==> config.mk <==
export PLATFORM = sky130hd
export DESIGN_NAME = machine_timer
export DESIGN_NICKNAME = d
export VERILOG_FILES = /design/src/rtl/machine_timer.sv
export SDC_FILE = /design/constraint.sdc
export NUM_CORES = 1
export LEC_CHECK = 0
export CORE_AREA = 4 4 203 205
export CTS_BUF_LIST = sky130_fd_sc_hd__clkbuf_2
export DETAILED_ROUTE_END_ITERATION = 10
export DIE_AREA = 0 0 207 209
export PLACE_DENSITY = 0.57
export SETUP_SLACK_MARGIN = 0.4
export SLEW_MARGIN = 25
export SYNTH_ARGS = -nofsm -noshare
export SYNTH_HDL_FRONTEND = slang
export SYNTH_SLANG_ARGS = --single-unit
==> constraint.sdc <==
create_clock -name clk -period 19.8 [get_ports clk]
set_input_delay 4.95 -clock clk [delete_from_list [all_inputs] [get_ports clk]]
set_output_delay 4.95 -clock clk [all_outputs]
set_load 0.01 [all_outputs]
==> src/rtl/machine_timer.sv <==
// Memory-mapped machine timer: 64-bit prescaled mtime, 64-bit compare, sticky
// pending bit with one-shot or auto-reload behaviour, single-cycle register port.
module machine_timer #(
  parameter logic [63:0] CMP_RESET = 64'hFFFF_FFFF_FFFF_FFFF
) (
  input  logic        clk,
  input  logic        rst,
  input  logic        req,
  input  logic        we,
  input  logic [2:0]  addr,
  input  logic [31:0] wdata,
  output logic        ack,
  output logic [31:0] rdata,
  output logic        interrupt_t
);

  localparam logic [2:0] ADDR_CTRL     = 3'd0;
  localparam logic [2:0] ADDR_STATUS   = 3'd1;
  localparam logic [2:0] ADDR_MTIME_LO = 3'd2;
  localparam logic [2:0] ADDR_MTIME_HI = 3'd3;
  localparam logic [2:0] ADDR_CMP_LO   = 3'd4;
  localparam logic [2:0] ADDR_CMP_HI   = 3'd5;

  logic        en_reg, en_next;
  logic        periodic_reg, periodic_next;
  logic [7:0]  prescale_reg, prescale_next;
  logic [7:0]  pcnt_reg, pcnt_next;
  logic        pend_reg, pend_next;
  logic [63:0] mtime_reg, mtime_next;
  logic [63:0] cmp_reg, cmp_next;
  logic [31:0] shadow_reg, shadow_next;
  logic        ack_reg;
  logic [31:0] rdata_reg, rdata_next;
  logic        irq_reg;

  logic [7:0]  wr_sel;
  logic        rd_en;
  logic        mtime_wr;
  logic        tick;
  logic        match;

  genvar gi;
  generate
    for (gi = 0; gi < 8; gi = gi + 1) begin : g_wr_sel
      assign wr_sel[gi] = req && we && (addr == gi[2:0]);
    end
  endgenerate

  assign rd_en    = req && !we;
  assign mtime_wr = wr_sel[ADDR_MTIME_LO] || wr_sel[ADDR_MTIME_HI];

  // A CTRL write that clears EN suppresses the tick on that same edge.
  assign tick  = en_reg && (pcnt_reg == prescale_reg) &&
                 !(wr_sel[ADDR_CTRL] && !wdata[0]);
  assign match = tick && !mtime_wr && (mtime_reg == cmp_reg);

  always_comb begin
    en_next       = en_reg;
    periodic_next = periodic_reg;
    prescale_next = prescale_reg;
    if (wr_sel[ADDR_CTRL]) begin
      en_next       = wdata[0];
      periodic_next = wdata[1];
      prescale_next = wdata[15:8];
    end

    pcnt_next = pcnt_reg + 8'd1;
    if (wr_sel[ADDR_CTRL] || !en_reg || tick) begin
      pcnt_next = 8'd0;
    end

    // Register writes to mtime take priority over the tick increment.
    mtime_next = mtime_reg;
    if (wr_sel[ADDR_MTIME_LO]) begin
      mtime_next[31:0] = wdata;
    end else if (wr_sel[ADDR_MTIME_HI]) begin
      mtime_next[63:32] = wdata;
    end else if (tick) begin
      mtime_next = (match && periodic_reg) ? 64'd0 : mtime_reg + 64'd1;
    end

    cmp_next = cmp_reg;
    if (wr_sel[ADDR_CMP_LO]) begin
      cmp_next[31:0] = wdata;
    end else if (wr_sel[ADDR_CMP_HI]) begin
      cmp_next[63:32] = wdata;
    end

    pend_next = (pend_reg && !(wr_sel[ADDR_STATUS] && wdata[0])) || match;

    shadow_next = shadow_reg;
    if (rd_en && addr == ADDR_MTIME_LO) begin
      shadow_next = mtime_reg[63:32];
    end

    rdata_next = 32'd0;
    if (rd_en) begin
      case (addr)
        ADDR_CTRL:     rdata_next = {16'd0, prescale_reg, 6'd0, periodic_reg, en_reg};
        ADDR_STATUS:   rdata_next = {31'd0, pend_reg};
        ADDR_MTIME_LO: rdata_next = mtime_reg[31:0];
        ADDR_MTIME_HI: rdata_next = shadow_reg;
        ADDR_CMP_LO:   rdata_next = cmp_reg[31:0];
        ADDR_CMP_HI:   rdata_next = cmp_reg[63:32];
        default:       rdata_next = 32'd0;
      endcase
    end
  end

  always_ff @(posedge clk or posedge rst) begin
    if (rst) begin
      en_reg       <= 1'b0;
      periodic_reg <= 1'b0;
      prescale_reg <= 8'd0;
      pcnt_reg     <= 8'd0;
      pend_reg     <= 1'b0;
      mtime_reg    <= 64'd0;
      cmp_reg      <= CMP_RESET;
      shadow_reg   <= 32'd0;
      ack_reg      <= 1'b0;
      rdata_reg    <= 32'd0;
      irq_reg      <= 1'b0;
    end else begin
      en_reg       <= en_next;
      periodic_reg <= periodic_next;
      prescale_reg <= prescale_next;
      pcnt_reg     <= pcnt_next;
      pend_reg     <= pend_next;
      mtime_reg    <= mtime_next;
      cmp_reg      <= cmp_next;
      shadow_reg   <= shadow_next;
      ack_reg      <= req;
      rdata_reg    <= rdata_next;
      irq_reg      <= pend_reg;
    end
  end

  assign ack         = ack_reg;
  assign rdata       = rdata_reg;
  assign interrupt_t = irq_reg;

endmodule

Word-level counts from Yosys, hierarchy flattened
Cells that the tools add are included.

Reduce and logical (&&, ||, !) cells: 33. Bitwise gates (word level): 2. Multipliers: 0. Shifts and indexed selects: 0. Divide/modulo/power cells: 0. Eq/ne operators: 8. Mux-type cells: 8. Add/sub/neg operators: 2. Order comparisons: 0.

Operators with widths (count): one-hot mux 32 bit (6 select lines) (1); two-way mux 32 bit (4); two-way mux 64 bit (2); adder 64 x 1 -> 64 bit, second input constant (1); equality test 64 bit (1); logical AND 1 bit (17); adder 8 x 1 -> 8 bit, second input constant (1); equality test 8 bit (1); two-way mux 8 bit (1); equality test 3 x 2 -> 1 bit, second input constant (2); equality test 3 bit, second input constant (2); logical NOT 1 bit (6); AND reduction 2 bit (3); logical OR 1 bit (4); nonzero test 2 bit (2); equality test 3 x 1 -> 1 bit, second input constant (1); logical NOT 3 bit (1); != test 2 bit, second input constant (1); inverter 1 bit (2).

Memory bits (read-only): 0. Word-level logic and storage cells: 66. Bits in latches: 0. Input bits: 39. Memory bits (writable): 0. Bits in registers: 213. Output and inout port bits: 34. Memories kept: 0.

Longest topological paths before layout
Gate-level depths: netlist of the first run.

Word-level depth: 12. Mapped depth: 11. Gate-level depth less buffers: 9.

Worst setup path after synthesis of the first run
OpenSTA, ideal clock, no wires.

Path kind: input to register. Start point: input port addr[0]. End point: register mtime_reg[10]. Path slack: 12.928 ns. Library setup time: 0.087 ns. Required time: 19.713 ns. Data arrival time: 6.785 ns. Path buffers: 3. Stages: 11. Cell sequence: clkbuf_1 > o21ba_2 > o31a_1 > nand4_1 > nor3b_1 > and3_1 > buf_2 > nor2_2 > clkbuf_1 > nand2_1 > o211ai_1.

Word-level cells in the longest chain between the ends: 12. Elaborated cells on any way between the ends: 21. Classes of those cells: 3 x eq/ne; 4 x mux; 14 x reduce/logical.

Ends and longest elaborated chain: from (decl) (line 10) `input logic [2:0] addr,`; logical NOT 3 bit (line 45) `assign wr_sel[gi] = req && we && (addr == gi[2:0]);`; logical AND 1 bit (line 45); logical AND 1 bit (line 54) `!(wr_sel[ADDR_CTRL] && !wdata[0]);`; logical NOT 1 bit (line 54); logical AND 1 bit (line 53) `assign tick = en_reg && (pcnt_reg == prescale_reg) &&`; logical AND 1 bit (2 in a row) (line 55) `assign match = tick && !mtime_wr && (mtime_reg == cmp_reg);`; logical AND 1 bit (line 79) `mtime_next = (match && periodic_reg) ? 64'd0 : mtime_reg + 64'd1;`; two-way mux 64 bit (line 79); two-way mux 64 bit (line 78) `end else if (tick) begin`; two-way mux 32 bit (line 76) `end else if (wr_sel[ADDR_MTIME_HI]) begin`; two-way mux 32 bit (line 74) `if (wr_sel[ADDR_MTIME_LO]) begin`; to (signal assigned) (line 129) `mtime_reg <= mtime_next;`; to (decl) (line 29) `logic [63:0] mtime_reg, mtime_next;`.

Parallel ways exist; a longest one is shown, timed or not. The select of a mux whose other input is x is not followed. A chain may end at the register's enable or synchronous reset.

Worst setup path in the final report of the first run
Start point: input port addr[1]. End point: register mtime_reg[4].

Same word-level chain as after synthesis.

==> results of run 1 <==
-- power by group through the flow --
stage	clock, mW	sequential (mW)	combinational, mW
after floorplan	0	0.605	0.254
after global placement	0	0.669	0.301
after detailed placement	0	0.674	0.303
after CTS	0.328	0.666	0.305
after global routing	0.348	0.684	0.330
final	0.314	0.667	0.305
-- layout make-up --
class / count / area, µm² / area share [%]
multi-input combinational: 812 / 5860 / 43.8
clock buffer: 89 / 445 / 3.33
sequential: 213 / 5410 / 40.5
clock inverter: 18 / 75.1 / 0.562
timing repair buffer: 92 / 868 / 6.50
antenna: 1 / 2.50 / 0.0187
inverter: 10 / 45.0 / 0.337
tap: 525 / 657 / 4.92
-- worst register-to-register path: cells and delay by family, from the launching register on --
family                    cells  cell delay [ps]
and+or+nand+nor               6             3040
DFF                           1              560
AOI/OAI and AO/OA             1              290
xor gates and xnor gates      1              180
-- through the flow --
stage | total power, mW | setup WS, ps
final | 1.29 | 11640
after global routing | 1.36 | 11470
after CTS | 1.30 | 11740
after detailed placement | 0.976 | 10860
after global placement | 0.970 | 10900
after floorplan | 0.859 | 9130
-- synth_stat cells, types with 6 or more instances --
master,instances
a21oi_1,42
a221o_1,12
a221oi_1,10
a22oi_1,17
a31oi_1,6
and2_1,6
and3_1,15
and3_2,7
buf_1,6
buf_2,12
clkbuf_1,61
dfrtp_1,149
dfstp_2,64
inv_1,10
mux2_2,112
mux2i_1,59
nand2_1,63
nand3_1,50
nand4_1,21
nor2_1,109
nor3_1,22
nor4_1,21
o21ai_0,36
o22a_1,23
o31ai_1,9
or3_1,7
xnor2_1,6
xor2_1,74
-- routing by layer --
| layer | share of wire (%) | track usage [%] | vias up | wire, µm |
|---|---|---|---|---|
| li1 | - | - | 4259 | - |
| met1 | 43 | 21.8 | 4632 | 15900 |
| met2 | 46 | 26.0 | 336 | 17000 |
| met3 | 6.5 | 3.41 | 88 | 2370 |
| met4 | 3.9 | 6.91 | 0 | 1440 |
| met5 | 0 | 0 | - | 0 |
-- worst paths after layout --
kind / start / end / slack, ps
min: shadow_reg[15] / shadow_reg[15] / 500
max: addr[1] / mtime_reg[4] / 11640
max in group asynchronous: rst / mtime_reg[18] / 13160
min in group asynchronous: rst / rdata[17] / 4600
max reg2reg: cmp_reg[58] / mtime_reg[48] / 15570
min reg2reg: shadow_reg[15] / shadow_reg[15] / 500
-- placed cells by master (no fill, tap or decap), drive strengths merged, types with 6 or more instances in the layout --
cell	n
or3	7
xnor2	6
clkdlybuf4s50	71
nor4	22
xor2	74
clkbuf	89
a31oi	6
nand2	63
and2	6
o31ai	9
o21ai	36
mux2	114
dfrtp	149
nand4	22
mux2i	59
inv	11
nor3	25
a221oi	13
nor2	111
nand3	51
and3	23
dfstp	64
buf	21
o22a	23
a221o	12
clkinv	17
a21oi	42
a22oi	17
-- kinds of logic (layout without fill, tap and decap cells) --
logic type	after synthesis	count (layout)
flip-flops	213	213
AND/OR/NAND/NOR	357	357
other	0	1
multiplexers	173	173
XOR/XNOR	80	80
AO/OA/AOI/OAI	200	200
buffers and inverters	100	209
adder cells (fa/ha/maj)	2	2
==> results_dict.tcl, run 1 <==
set metrics [dict create \
    setup_tns_ps 0 \
    gp_congestion 0.839 \
    wirelength_um 36700 \
    path_buf_inv 2 \
    synth_compound_area_share_pct 12.2 \
    fin_crit_sh_pct 41.2 \
    synth_nets 1166 \
    yosysTopAreaCell "dfrtp_1" \
    cts_tree "done" \
    grt_pass1_wl_um 56800 \
    grt_start_max_net_pins 99 \
    power_switching_uw 478 \
    cp-end-kind "flop" \
    synth.distinct_cells 68 \
    grt_pass1_vias 9371 \
    fin_hold_ws_ps 501 \
    swShare_pct 37.2 \
    place_hpwl_um 24500 \
    portBuffers 72 \
    synth_top_area_share_pct 31.8 \
    syn_inst 1125 \
    startpoint_type "input port" \
    track_usage_pct 16.4 \
    clockRootBuffer "clkbuf_2" \
    cellPowerDensity_mw_per_mm2 96.2 \
    synth_flop_cell "dfrtp_1" \
    path_max_fanout 57 \
    post_drt_wl_per_cell_um 20.8 \
    arrival_ps 8890 \
    hp-class "reg -> reg" \
    skew_ps 109 \
    clk_pin_slew_ps 90 \
    cp_top_family "simple AND/OR/NAND/NOR gates" \
    fillers 4054 \
    cts_htree_levels 2 \
    areaGrowthSynthToFinish_pct 14.0 \
    placed_cells 1652 \
    vias 9315 \
    fin_area_mm2 0.0134 \
    start_util_pct 29.7 \
    cts_resized 0 \
    cp.depth 10 \
    cts_buffers 57 \
    yosysWarnings 0 \
    finish.utilization_pct 33.9 \
    synth_top_family_by_area "multiplexers" \
    run_status "finished clean" \
    hold_buffers 0 \
    p_clk_share_pct 24.4 \
    io_pins 73 \
    rsz0062_at_grt "false" \
    max_freq_mhz 123 \
    clock_path_buffers 3 \
    ys_seq_elements 213 \
    syn_avg_cell_area_um2 10.4 \
    stdcell_count 1760 \
    cts_setup_buffers 0 \
    post-route-drc-count 0 \
    criticalPathCategory "in -> reg" \
    ir_worst_vdd_mv 0.0337 \
    combPwrFrac_pct 23.7 \
    cap_viol_max_count 0 \
    ant_nets 0 \
    die_area_mm2 0.0433 \
    required_ps 20540 \
    crit_slowest_cell "nand2_1" \
    synth.mux.area_fraction_pct 16.0 \
    leakage_nw 5.32 \
    drv_slew 0 \
    final_layout_size_suffix_gt1_share_pct 26.5 \
    internal-power_uw 808 \
    nNetsFinal 1227 \
    worst_pin_slew_ps 1090 \
    die_h_um 209 \
    synth_area_mm2 0.0117 \
    synthArstFlopShare_pct 100 \
    synthAdderAreaFrac_pct 0.214 \
    drt_iter0_markers 677 \
    max_stage_delay_ps 760 \
    setup-violations-final 0 \
    hold_depth 2 \
    antenna_found_initial 1 \
    yosys-top-cells-area "dfrtp_1 32%, dfstp_2 14%, mux2_2 11%, xor2_1 5.5%, mux2i_1 5.0%" \
    coreArea_mm2 0.0395 \
    crit_chain "clkdlybuf4s50_1, o21ba_2, o31a_1, nand4_1, buf_4, nor2_1, nand4_4, nand2_1, or3_1, a31oi_1" \
    synth-simple-area-share_pct 15.4 \
    place_area_mm2 0.0128 \
    dr.pass1.iters 4 \
    synth-xor-area-share_pct 5.98 \
    vias_per_cell 5.29 \
    clock_latency_ps 900 \
    die_w_um 207 \
    clock-sinks 213 \
    seq_power_share_pct 51.9 \
    core.rowCount 73 \
    grt-ovfl-total 0 \
    relSlewSlack_pct 27.2 \
    yosysSeqAreaShare_pct 46.2 \
    hold_viol_final 0 \
    min_period_ps 8160 \
    reg2reg_depth 8 \
    synth_edf_count 0 \
]
(Power assumes the default switching activity.)
==> run 2, diff against run 1 <==
- PLACE_DENSITY: 0.57 -> 0.58
- clock period: 19.8 -> 6.5 ns (I/O delays scaled with it)
==> run 2 against run 1 <==
Sequential cell count unchanged. Hold slack worse by 10 ps. First-iteration DRC count up 12%. Clock skew down 11 ps. Setup slack worse by 9300 ps. Global-route usage up 0.29 points. Sequential power rose to 3.1 times the previous value. Critical path type unchanged.
==> results_dict.tcl, run 2 (same netlist as run 1, synthesis figures left out) <==
set metrics [dict create \
    die_area_mm2 0.0433 \
    ant_nets 0 \
    areaGrowthSynthToFinish_pct 14.8 \
    cts_resized 0 \
    fillers 4011 \
    hp-class "reg -> reg" \
    gp_congestion 0.888 \
    final_layout_size_suffix_gt1_share_pct 27.2 \
    min_period_ps 4110 \
    clock_latency_ps 900 \
    die_w_um 207 \
    post_drt_wl_per_cell_um 21.0 \
    final_cell_mix "149 x dfrtp_1, 112 x mux2_2, 108 x nor2_1, 98 x clkbuf_2, 74 x xor2_1" \
    p_clk_share_pct 25.4 \
    wl_met3_um 2470 \
    die_h_um 209 \
    ir_worst_vdd_mv 0.0969 \
    cp-end-kind "flop" \
    startpoint_type "input port" \
    worst_slack_ps 2390 \
    rrSetupSlack_ps 2980 \
    cts_tree "done" \
    hold_buffers 0 \
    cap_viol_max_count 0 \
    place_hpwl_um 25200 \
    final_common_cell "dfrtp_1" \
    skew_ps 97.5 \
    cts_htree_levels 2 \
    max_freq_mhz 243 \
    antenna_found_initial 2 \
    required_ps 7300 \
    start_util_pct 29.7 \
    track_usage_pct 16.7 \
    combPwrFrac_pct 23.5 \
    clock-sinks 213 \
    leakage_nw 5.36 \
    grt_start_max_net_pins 106 \
    io_pins 73 \
    cts_setup_buffers 0 \
    dr.pass1.iters 5 \
    clk_pin_slew_ps 120 \
    hold_viol_final 0 \
    core.rowCount 73 \
    clock_path_buffers 3 \
    grt-ovfl-total 0 \
    rsz0062_at_grt "false" \
    met2_length_um 17800 \
    swShare_pct 36.6 \
    grt_pass1_wl_um 58100 \
    portBuffers 72 \
    setup_tns_ps 0 \
    post-route-drc-count 0 \
    nNetsFinal 1228 \
    vias 9425 \
    coreArea_mm2 0.0395 \
    run_status "finished clean" \
    setup-violations-final 0 \
    arrival_ps 4910 \
    fin_crit_sh_pct 63.2 \
    seq_power_share_pct 51.1 \
    path_max_fanout 33 \
    wirelength_um 37100 \
    internal-power_mw 2.53 \
    clockRootBuffer "clkbuf_2" \
    worst_pin_slew_ps 1070 \
    post-place-ws_ps 1570 \
    relSlewSlack_pct 28.5 \
    grt_pass1_vias 9541 \
    vias_per_cell 5.35 \
    met1_length_um 15900 \
    top_layer "met5" \
    cts_buffers 57 \
    drv_slew 0 \
    power_switching_mw 1.46 \
    drt_iter0_markers 755 \
    criticalPathCategory "in -> reg" \
    cellPowerDensity_mw_per_mm2 296 \
]
-- run 2: changes by cell type in the layout (fill, tap and decap cells not counted), moves of 2 or more --
cell and change:
clkinvlp_4 +2, clkbuf_2 +9, buf_12 +2, clkinv_2 -2, clkinv_1 -8, buf_4 -2
-- run 2: routing by layer --
metal	GRT usage, %	vias up
li1	-	4253
met1	22.5	4748
met2	27.2	350
met3	3.27	72
met4	5.27	2
met5	0	-
-- run 2: critical path, stage by stage --
cell	delay [ps]
clkdlybuf4s50_1	540
nand2_1	210
o31a_1	340
nand4_1	90
buf_4	290
nor2_1	130
nand4_4	110
buf_4	410
nand2_1	380
or4_1	560
a31oi_1	180
-- run 2: worst paths after layout --
kind | depth (start not counted) | to | from
worst max-delay path | 11 | mtime_reg[19] | req
max in group asynchronous | 3 | shadow_reg[20] | rst
worst max register to register | 9 | mtime_reg[1] | mtime_reg[62]
min in group asynchronous | 2 | en_reg | rst
worst min register to register | 0 | interrupt_t | pend_reg
worst min-delay path | 0 | interrupt_t | pend_reg
-- run 2: layout make-up --
class	count	area, µm²	share of cell area, %
Antenna cell	2	5.00	0.0372
Clock buffer	98	490	3.65
Clock inverter	8	60.1	0.447
Inverter	10	41.3	0.307
Multi-Input combinational cell	812	5860	43.6
Sequential cell	213	5410	40.2
Tap cell	525	657	4.88
Timing Repair Buffer	93	921	6.85
-- run 2: power by group through the flow --
stage | Sequential (mW) | Combinational, mW | Clock (mW)
after floorplan | 1.84 | 0.775 | 0
after global placement | 2.04 | 0.913 | 0
after detailed placement | 2.05 | 0.927 | 0
after CTS | 2.03 | 0.934 | 1.05
after global routing | 2.08 | 1.02 | 1.12
final | 2.04 | 0.936 | 1.01
-- run 2: per-stage QoR --
step	utilization (%)	instances	hold WS (ps)	total power, mW	instance area, µm²
finish	34.1	1761	490	3.99	13400
floorplan	-	1125	374	2.62	11700
CTS	34.1	1759	473	4.01	13400
global route	34.1	1761	492	4.23	13400
detailed placement	32.7	1653	457	2.98	12900
global placement	32.6	1652	464	2.96	12900
==> run 3, diff against run 2 <==
- clock period: 6.5 -> 3.5 ns (I/O delays scaled with it)
==> run 3 against run 2 <==
First-iteration DRC count grew 3.4%. Routed wire length is essentially flat. Total power grew 85%. Non-clock buffer count grew 44. Clock power grew 75%. Global-route usage shrank 0.085 points. Register-to-register slack lost 2500 ps. Die area is the same. Critical path depth shrank 2. Final cell count grew 2.7%. Cell area grew 2.3%. Largest power group unchanged.
==> results_dict.tcl, run 3 (same netlist as run 1, synthesis figures left out) <==
set metrics [dict create \
    met1_length_um 16600 \
    die_w_um 207 \
    rsz0062_at_grt "true" \
    crit_chain "xor2_1, nor4_1, nand4_1, nor3_2, nand4_4, nand2_1, buf_4, a21oi_1, a221o_1" \
    place_hpwl_um 26500 \
    criticalPathCategory "reg -> reg" \
    cts_tree "done" \
    setup-violations-final 0 \
    required_ps 4160 \
    crit_slowest_cell "dfrtp_1" \
    nNetsFinal 1275 \
    skew_ps 99.7 \
    drt_iter0_markers 781 \
    track_usage_pct 16.6 \
    relSlewSlack_pct 33.8 \
    swShare_pct 36.9 \
    path_max_fanout 7 \
    hp-class "in -> async" \
    clock_latency_ps 870 \
    grt_start_max_net_pins 55 \
    fillers 4025 \
    p_clk_share_pct 24.0 \
    coreArea_mm2 0.0395 \
    power_switching_mw 2.72 \
    cp_top_family "simple AND/OR/NAND/NOR gates" \
    fin_area_mm2 0.0138 \
    seq_power_share_pct 50.3 \
    start_util_pct 29.7 \
    io_pins 73 \
    cp-end-kind "flop" \
    hold_buffers 0 \
    areaGrowthSynthToFinish_pct 17.5 \
    r2r_end "mtime_reg[35]" \
    post-route-drc-count 0 \
    internal-power_mw 4.65 \
    cts_htree_levels 2 \
    wl_met3_um 2050 \
    cts_resized 0 \
    cellPowerDensity_mw_per_mm2 536 \
    fin_crit_sh_pct 85.0 \
    cts_buffers 60 \
    reg2reg_depth 9 \
    core.rowCount 73 \
    hold_viol_final 0 \
    clock-sinks 213 \
    ant_nets 0 \
    r2r-start "mtime_reg[23]" \
    stdcell_count 1808 \
    clockRootBuffer "clkbuf_2" \
    gp_congestion 0.882 \
    drv_slew 0 \
    wirelength_um 37100 \
    rrSetupSlack_ps 520 \
    grt-ovfl-total 0 \
    place_area_mm2 0.0132 \
    finish.utilization_pct 34.9 \
    fin_hold_ws_ps 445 \
    placed_cells 1697 \
    antenna_found_initial 1 \
    clk_pin_slew_ps 110 \
    leakage_nw 5.56 \
    cap_viol_max_count 0 \
    top_layer "met4" \
    post-place-ws_ps 26.3 \
    final_cell_mix "149 x dfrtp_1, 112 x mux2_2, 108 x nor2_1, 88 x clkbuf_2, 74 x xor2_1" \
    cts_setup_buffers 0 \
    combPwrFrac_pct 25.8 \
    min_period_ps 2980 \
    dr.pass1.iters 5 \
    vias 9467 \
    run_status "finished clean" \
    grt_pass1_vias 9535 \
    portBuffers 72 \
    worst_slack_ps 525 \
    met2_length_um 17400 \
    worst_pin_slew_ps 991 \
    arrival_ps 3640 \
    clock_path_buffers 3 \
    ir_worst_vdd_mv 0.170 \
    path_buf_inv 1 \
    max_stage_delay_ps 480 \
    startpoint_type "flop" \
    final_common_cell "dfrtp_1" \
    vias_per_cell 5.24 \
    final_layout_size_suffix_gt1_share_pct 29.1 \
    post_drt_wl_per_cell_um 20.5 \
    die_area_mm2 0.0433 \
    die_h_um 209 \
    grt_pass1_wl_um 57600 \
    max_freq_mhz 336 \
]
[run 3: cell count changes in the layout (fill, tap and decap cells not counted), moves of 2 or more]
cell and delta:
buf_4 +43, clkinv_1 +10, buf_12 +2, clkinv_2 +5, clkbuf_2 -10
[run 3: how the worst max path moves through the flow]
stage                                to  slack, ps           from  depth (start not counted)
after floorplan                     ack        -90            rst                          1
after detailed placement  mtime_reg[29]         30       wdata[0]                          9
after global routing      mtime_reg[36]        400  mtime_reg[20]                          9
final                     mtime_reg[35]        520  mtime_reg[23]                          9
after global placement    mtime_reg[21]        100       wdata[0]                          9
after CTS                 mtime_reg[35]        530  mtime_reg[23]                          9
[run 3: area by class of cell]
class                      count  area (µm²)  share of cell area (%)
sequential                   213        5410                    39.3
clock inverter                22        93.8                   0.682
clock buffer                  88         440                    3.20
tap                          525         657                    4.77
inverter                      10        41.3                   0.300
antenna                        1        2.50                  0.0182
timing repair buffer         137        1260                    9.13
multi-input combinational    812        5860                    42.6
[run 3: worst register-to-register path: cells and delay by family (launching register included)]
kind            cells  cell delay [ps]
compound gates      2              300
xor+xnor            1              240
buf+inv             1              210
flops               1              480
simple gates        5             1540
[run 3: power by group through the flow]
stage                     combinational (mW)  clock (mW)  sequential, mW
after global placement                  1.87           0            3.73
after floorplan                         1.44           0            3.42
after CTS                               1.90        1.84            3.70
final                                   1.90        1.77            3.71
after detailed placement                1.89           0            3.74
after global routing                    2.06        1.98            3.79
[run 3: layer usage]
metal	track usage (%)	up-vias
li1	-	4363
met1	22.8	4723
met2	27.1	305
met3	2.70	76
met4	5.02	0
met5	0	-
[run 3: through the flow]
step	power, mW	TNS (ps)
3_5_place_dp	5.63	0
3_3_place_gp	5.59	0
4_1_cts	7.44	0
6_report	7.38	0
5_1_grt	7.83	0
2_1_floorplan	4.86	-13840
